[src/rtl/split_sched_pkg.sv]
// Shared types and constants for the split-constraint sampler.
package split_sched_pkg;

  typedef enum logic [1:0] {
    S_IDLE = 2'd0,
    S_GEN  = 2'd1,
    S_EVAL = 2'd2,
    S_RESP = 2'd3
  } sampler_state_e;

  // Default Galois feedback mask and reset seed (lower VEC_W bits are used).
  localparam logic [63:0] DEF_TAPS = 64'hD800_0000_0000_0000;
  localparam logic [63:0] DEF_SEED = 64'h1;

  // Width needed to count 0..max_tries inclusive.
  function automatic int tries_w(input int max_tries);
    return (max_tries < 1) ? 1 : $clog2(max_tries + 1);
  endfunction

endpackage

[src/rtl/split_lfsr.sv]
// Right-shifting Galois LFSR with zero-state exclusion on reset, load and step.
module split_lfsr
  import split_sched_pkg::*;
#(
  parameter int               VEC_W = 64,
  parameter logic [VEC_W-1:0] TAPS  = VEC_W'(DEF_TAPS),
  parameter logic [VEC_W-1:0] SEED  = VEC_W'(DEF_SEED)
) (
  input  logic             clk,
  input  logic             rst,
  input  logic             load,
  input  logic [VEC_W-1:0] load_val,
  input  logic             step,
  output logic [VEC_W-1:0] state
);

  localparam logic [VEC_W-1:0] ONE     = VEC_W'(1);
  localparam logic [VEC_W-1:0] SEED_NZ = (SEED == '0) ? ONE : SEED;

  logic [VEC_W-1:0] nxt;
  logic [VEC_W-1:0] load_nz;

  // One Galois step; a zero result can only arise from a bad mask, so guard it anyway.
  always_comb begin
    nxt = (state >> 1) ^ (state[0] ? TAPS : '0);
    if (nxt == '0) nxt = ONE;
    load_nz = (load_val == '0) ? ONE : load_val;
  end

  // State register: load wins over step; zero is never stored.
  always_ff @(posedge clk) begin
    if (rst)       state <= SEED_NZ;
    else if (load) state <= load_nz;
    else if (step) state <= nxt;
  end

endmodule

[src/rtl/split_sampler_ctrl.sv]
// Drives LFSR candidates into the split checkers until all enabled ones accept,
// or the try budget runs out, then holds the result for a valid/ready handoff.
module split_sampler_ctrl
  import split_sched_pkg::*;
#(
  parameter int          NUM_SPLITS = 4,
  parameter int          VEC_W      = 64,
  parameter int          MAX_TRIES  = 1024,
  parameter logic [63:0] SEED       = DEF_SEED,
  parameter logic [63:0] TAPS       = DEF_TAPS
) (
  input  logic                          clk,
  input  logic                          rst,
  input  logic                          start_i,
  input  logic                          seed_load_i,
  input  logic [VEC_W-1:0]              seed_i,
  input  logic [NUM_SPLITS-1:0]         split_en_i,
  input  logic [NUM_SPLITS-1:0]         split_ok_i,
  output logic [VEC_W-1:0]              cand_o,
  output logic                          busy_o,
  output logic                          res_valid_o,
  input  logic                          res_ready_i,
  output logic                          res_fail_o,
  output logic [tries_w(MAX_TRIES)-1:0] tries_o
);

  localparam int          TW        = tries_w(MAX_TRIES);
  localparam logic [TW-1:0] TRIES_MAX = TW'(MAX_TRIES);

  sampler_state_e          state_q, state_d;
  logic [NUM_SPLITS-1:0]   en_q;
  logic [VEC_W-1:0]        cand_q;
  logic [TW-1:0]           tries_q;
  logic                    fail_q;

  logic [VEC_W-1:0]        lfsr_state;
  logic                    lfsr_load;
  logic                    lfsr_step;
  logic                    begin_req;
  logic                    do_gen;
  logic                    set_res;
  logic                    fail_d;
  logic                    pass;

  // The LFSR is stepped on the edge that enters GEN, so its advanced state is
  // already present during GEN and lands in cand_q on the edge leaving GEN.
  split_lfsr #(
    .VEC_W (VEC_W),
    .TAPS  (VEC_W'(TAPS)),
    .SEED  (VEC_W'(SEED))
  ) u_lfsr (
    .clk      (clk),
    .rst      (rst),
    .load     (lfsr_load),
    .load_val (seed_i),
    .step     (lfsr_step),
    .state    (lfsr_state)
  );

  assign pass = &(split_ok_i | ~en_q);

  // Next-state and per-cycle control strobes.
  always_comb begin
    state_d   = state_q;
    lfsr_load = 1'b0;
    lfsr_step = 1'b0;
    begin_req = 1'b0;
    do_gen    = 1'b0;
    set_res   = 1'b0;
    fail_d    = 1'b0;
    case (state_q)
      S_IDLE: begin
        if (start_i) begin
          // start wins; a same-cycle seed load is dropped
          state_d   = S_GEN;
          begin_req = 1'b1;
          lfsr_step = 1'b1;
        end else if (seed_load_i) begin
          lfsr_load = 1'b1;
        end
      end
      S_GEN: begin
        do_gen  = 1'b1;
        state_d = S_EVAL;
      end
      S_EVAL: begin
        if (pass) begin
          state_d = S_RESP;
          set_res = 1'b1;
          fail_d  = 1'b0;
        end else if (tries_q == TRIES_MAX) begin
          state_d = S_RESP;
          set_res = 1'b1;
          fail_d  = 1'b1;
        end else begin
          state_d   = S_GEN;
          lfsr_step = 1'b1;
        end
      end
      S_RESP: begin
        if (res_ready_i) state_d = S_IDLE;
      end
      default: state_d = S_IDLE;
    endcase
  end

  // State register.
  always_ff @(posedge clk) begin
    if (rst) state_q <= S_IDLE;
    else     state_q <= state_d;
  end

  // Request datapath: enable capture, candidate register, try counter, fail flag.
  always_ff @(posedge clk) begin
    if (rst) begin
      en_q    <= '0;
      cand_q  <= '0;
      tries_q <= '0;
      fail_q  <= 1'b0;
    end else begin
      if (begin_req) begin
        en_q    <= split_en_i;
        tries_q <= '0;
        fail_q  <= 1'b0;
      end
      if (do_gen) begin
        cand_q <= lfsr_state;
        if (tries_q != TRIES_MAX) tries_q <= tries_q + 1'b1;
      end
      if (set_res) fail_q <= fail_d;
    end
  end

  assign cand_o      = cand_q;
  assign tries_o     = tries_q;
  assign res_fail_o  = fail_q;
  assign busy_o      = (state_q != S_IDLE);
  assign res_valid_o = (state_q == S_RESP);

endmodule

[config.mk]
export PLATFORM = sky130hd
export DESIGN_NAME = split_sampler_ctrl
export DESIGN_NICKNAME = d
export VERILOG_FILES = /design/src/rtl/split_sched_pkg.sv /design/src/rtl/split_lfsr.sv /design/src/rtl/split_sampler_ctrl.sv
export SDC_FILE = /design/constraint.sdc
export NUM_CORES = 1
export LEC_CHECK = 0
export BUFFER_PORTS_ARGS = -buffer_cell sky130_fd_sc_hd__buf_2
export CORE_AREA = 3 3 179 111
export CTS_CLUSTER_DIAMETER = 40
export CTS_CLUSTER_SIZE = 40
export DETAILED_ROUTE_END_ITERATION = 6
export DIE_AREA = 0 0 182 114
export PLACE_DENSITY = 0.66
export REMOVE_ABC_BUFFERS = 1
export SYNTH_ARGS = -nofsm -noshare
export SYNTH_HDL_FRONTEND = slang
export SYNTH_SLANG_ARGS = --single-unit
[constraint.sdc]
create_clock -name clk -period 6.3 [get_ports clk]
set_input_delay 0.315 -clock clk [delete_from_list [all_inputs] [get_ports clk]]
set_output_delay 0.315 -clock clk [all_outputs]
set_load 0.05 [all_outputs]
==> results by group <==
Placed design
  • GPL Wtd Cong: slightly below 0.9
  • Number of port buffers: 154
  • Worst slack, placed: 3.75 ns
  • Dpl hpwl: ~14 mm

Clocking
  • CTS tree: yes
  • Clk sinks: 146
  • Post CTS Setup Buffer Count: 0
  • Clock buffer count from CTS: 17
  • CTS Hold Bufs: 0
  • # H-tree levels: 4
  • Worst-skew pair later-pin latency: 0.41 ns
  • PostCTS Resize Cnt: 0
  • Root buf cell: clkbuf_16
  • Clock-pin slew on the worst setup and hold paths: ~0.070 ns
  • Clock tree buffer depth: 2

Worst setup path
  • Worst-path maximum fanout: ~130
  • CP endpoint kind: register
  • Critical path class: register to register
  • Crit path buf inv count: 2
  • Crit path required time: 6.62 ns
  • Critical path cell sequence: nor4b_2 -> buf_4 -> a311o_2 -> buf_12 -> nor2_1 -> a311oi_2
  • Worst EP arrival: 2.90 ns
  • CP peak stage delay: slightly above 0.6 ns
  • CP delay by family, top: buffers and inverters
  • CP max stage cell: buf_4
  • Critical Path Start Type: register

Synth
  • Asr flop ratio synth: 0%
  • Dominant cell type by area after synthesis: dfxtp_1
  • Top cells by area, synth: dfxtp_1 45%, nand2_1 16%, a311oi_2 9.3%
  • Count leader, synth: nand2_1
  • Main flop type after synthesis: dfxtp_1
  • Synthesis-stage register bit count: 146
  • Mapped cell area: roughly 6400 um2
  • Post-synth cell types: 41
  • Area fraction of the dominant cell type after synthesis: 45.4%
  • YS warnings: 0
  • List of most frequent post-synthesis cells: 266 x nand2_1, 146 x dfxtp_1, 79 x nor2_1, 77 x a21oi_1, 49 x clkbuf_1
  • Synth Area per Inst: ~8 um2
  • Post-synth EDFFs: 0
  • Post-Syn Instances: 802
  • Sequential area share after synthesis: 45.4%

Power
  • Reg power frac: 40.9%
  • Internal power: about 1900 uW
  • Final Power: 2640 uW
  • P_leak: 0.00306 uW
  • PD cells: roughly 330 nW/um2
  • Switching power: 786 uW
  • Switching share of power: 29.8%
  • Combinational Power Share: between 10% and 20%
  • Peak VDD IR: ~0.20 mV
  • Clock group share of total power: a little over two fifths

Floorplan
  • Row count: 38
  • Core ar.: 18200 um2
  • Initial Util: around 35%
  • Die ar.: just over 20000 um2
  • DIE WIDTH: 182 um
  • Die Y: 114 um
  • I/O pins: ~160

Global routing
  • Vias in the first global route: 5652
  • Gr usage total: 18.6%
  • Antenna violations before repair: 1
  • Gr ovfl total: 0
  • Largest net degree at the start of global routing: 127
  • First-pass GRT wire length: 31.0 mm

Timing
  • Max-slew headroom: 29.8%
  • Crit share post-route: between 40% and 50%
  • Max Freq: about 0.39 GHz
  • Worst-Margin Slew: 1.05 ns
  • Slew Viols, Final: 0
  • Min Tclk post-route: 2.59 ns
  • Clk_skew: 0.0107 ns
  • Hold Fails Final Rpt: 0
  • Count of final setup violators: 0
  • Final worst setup slack: 3.71 ns
  • RSZ-0062 raised after global routing: false

Finish
  • Synth-to-layout area growth: 23.6%
  • Nets: 1000
  • Layout cells sized above 1: ~25%
  • FILL cells: about 1900

Run
  • Max Cap Viol: 0

Detailed routing
  • DRC: 0
  • Drt total wl: 19.7 mm
  • WL/cell: 16.8 um
  • First-pass DRT Iterations: 5
  • DR vias: 6110
  • Iter 0 DRT Violations: between 400 and 500
  • Routed vias/inst: 5.20
  • Post-DRT Antenna Nets: 0

Run status
  • Status: complete, no violations

Worst hold path
  • Hold Path Class: input pin to register
power groups by stage:
stage | Sequential [uW] | Combinational (uW) | Clock, uW
2_1_floorplan | 1140 | 260 | 0
3_3_place_gp | 1100 | 436 | 0
3_5_place_dp | 1100 | 443 | 0
4_1_cts | 1080 | 445 | 1140
5_1_grt | 1090 | 490 | 1180
6_report | 1080 | 444 | 1120
through the flow:
stage	cell area (um2)	setup TNS [ns]	util, %	hold WS (ns)	cells
floorplan	6150	-181.32	-	0.383	741
global placement	7310	0	40.2	0.440	1141
detailed placement	7310	0	40.2	0.443	1141
CTS	7950	0	43.8	0.132	1173
global route	7950	0	43.8	0.144	1173
finish	7950	0	43.8	0.147	1174
state kept, by name, summed over array words and instances (netlist names):
name          flops
cand_o           64
u_lfsr.state     64
tries_o          11
en_q              4
state_q           2
res_fail_o        1
worst min-delay path: cells and delay by family:
family	cells	cell delay (ns)
buffers and inverters	1	0.10
AND/OR/NAND/NOR	1	0.05
AO/OA/AOI/OAI	1	0.05
cells in the final DEF (no fill, tap or decap), types with 3 or more instances in the layout:
cell,instances
o21ai_0,5
buf_4,5
buf_2,153
nand3b_1,4
a311oi_2,40
and2_1,3
nand2b_1,4
clkbuf_16,17
nand2_1,266
nand3_1,4
bufinv_16,5
clkbuf_1,4
nor3_1,3
dfxtp_1,146
nor4_1,30
o211ai_1,3
inv_6,3
nor2_1,79
a211oi_1,3
or3_1,3
nand4_1,9
ha_1,3
a21oi_1,77
inv_1,7
and3_1,4
a311oi_1,21
layer usage:
layer	vias up	GRT usage [%]	part of all wire, %
met3	17	4.91	8.1
met2	218	25.0	38
met1	2842	29.4	52
met5	-	0	0.066
li1	3031	-	-
met4	2	3.90	0.99
final cells by class:
cell class	instances	area [um2]	area share, %
Antenna cell	1	2.50	0.0315
Clock buffer	21	440	5.54
Clock inverter	11	201	2.53
Inverter	7	26.3	0.331
Multi-Input combinational cell	588	3220	40.5
Sequential cell	146	2920	36.8
Tap cell	240	300	3.78
Timing Repair Buffer	160	835	10.5
final timing paths:
path,end,start,slack (ns),cells after the start
setup / recovery,u_lfsr.state[28],state_q[1],3.71,6
hold / removal,en_q[1],split_en_i[1],0.15,3
setup reg to reg,u_lfsr.state[28],state_q[1],3.71,6
hold reg to reg,cand_o[41],cand_o[41],0.45,2
logic make-up after synthesis:
group | share of synthesized area (%)
AND/OR/NAND/NOR | 27.9
AO/OA/AOI/OAI | 20.2
adder cells (fa/ha/maj) | 0.584
XOR/XNOR | 0.409
flip-flops | 45.4
multiplexers | 0.661
buffers and inverters | 4.73
(Power assumes the default switching activity.)
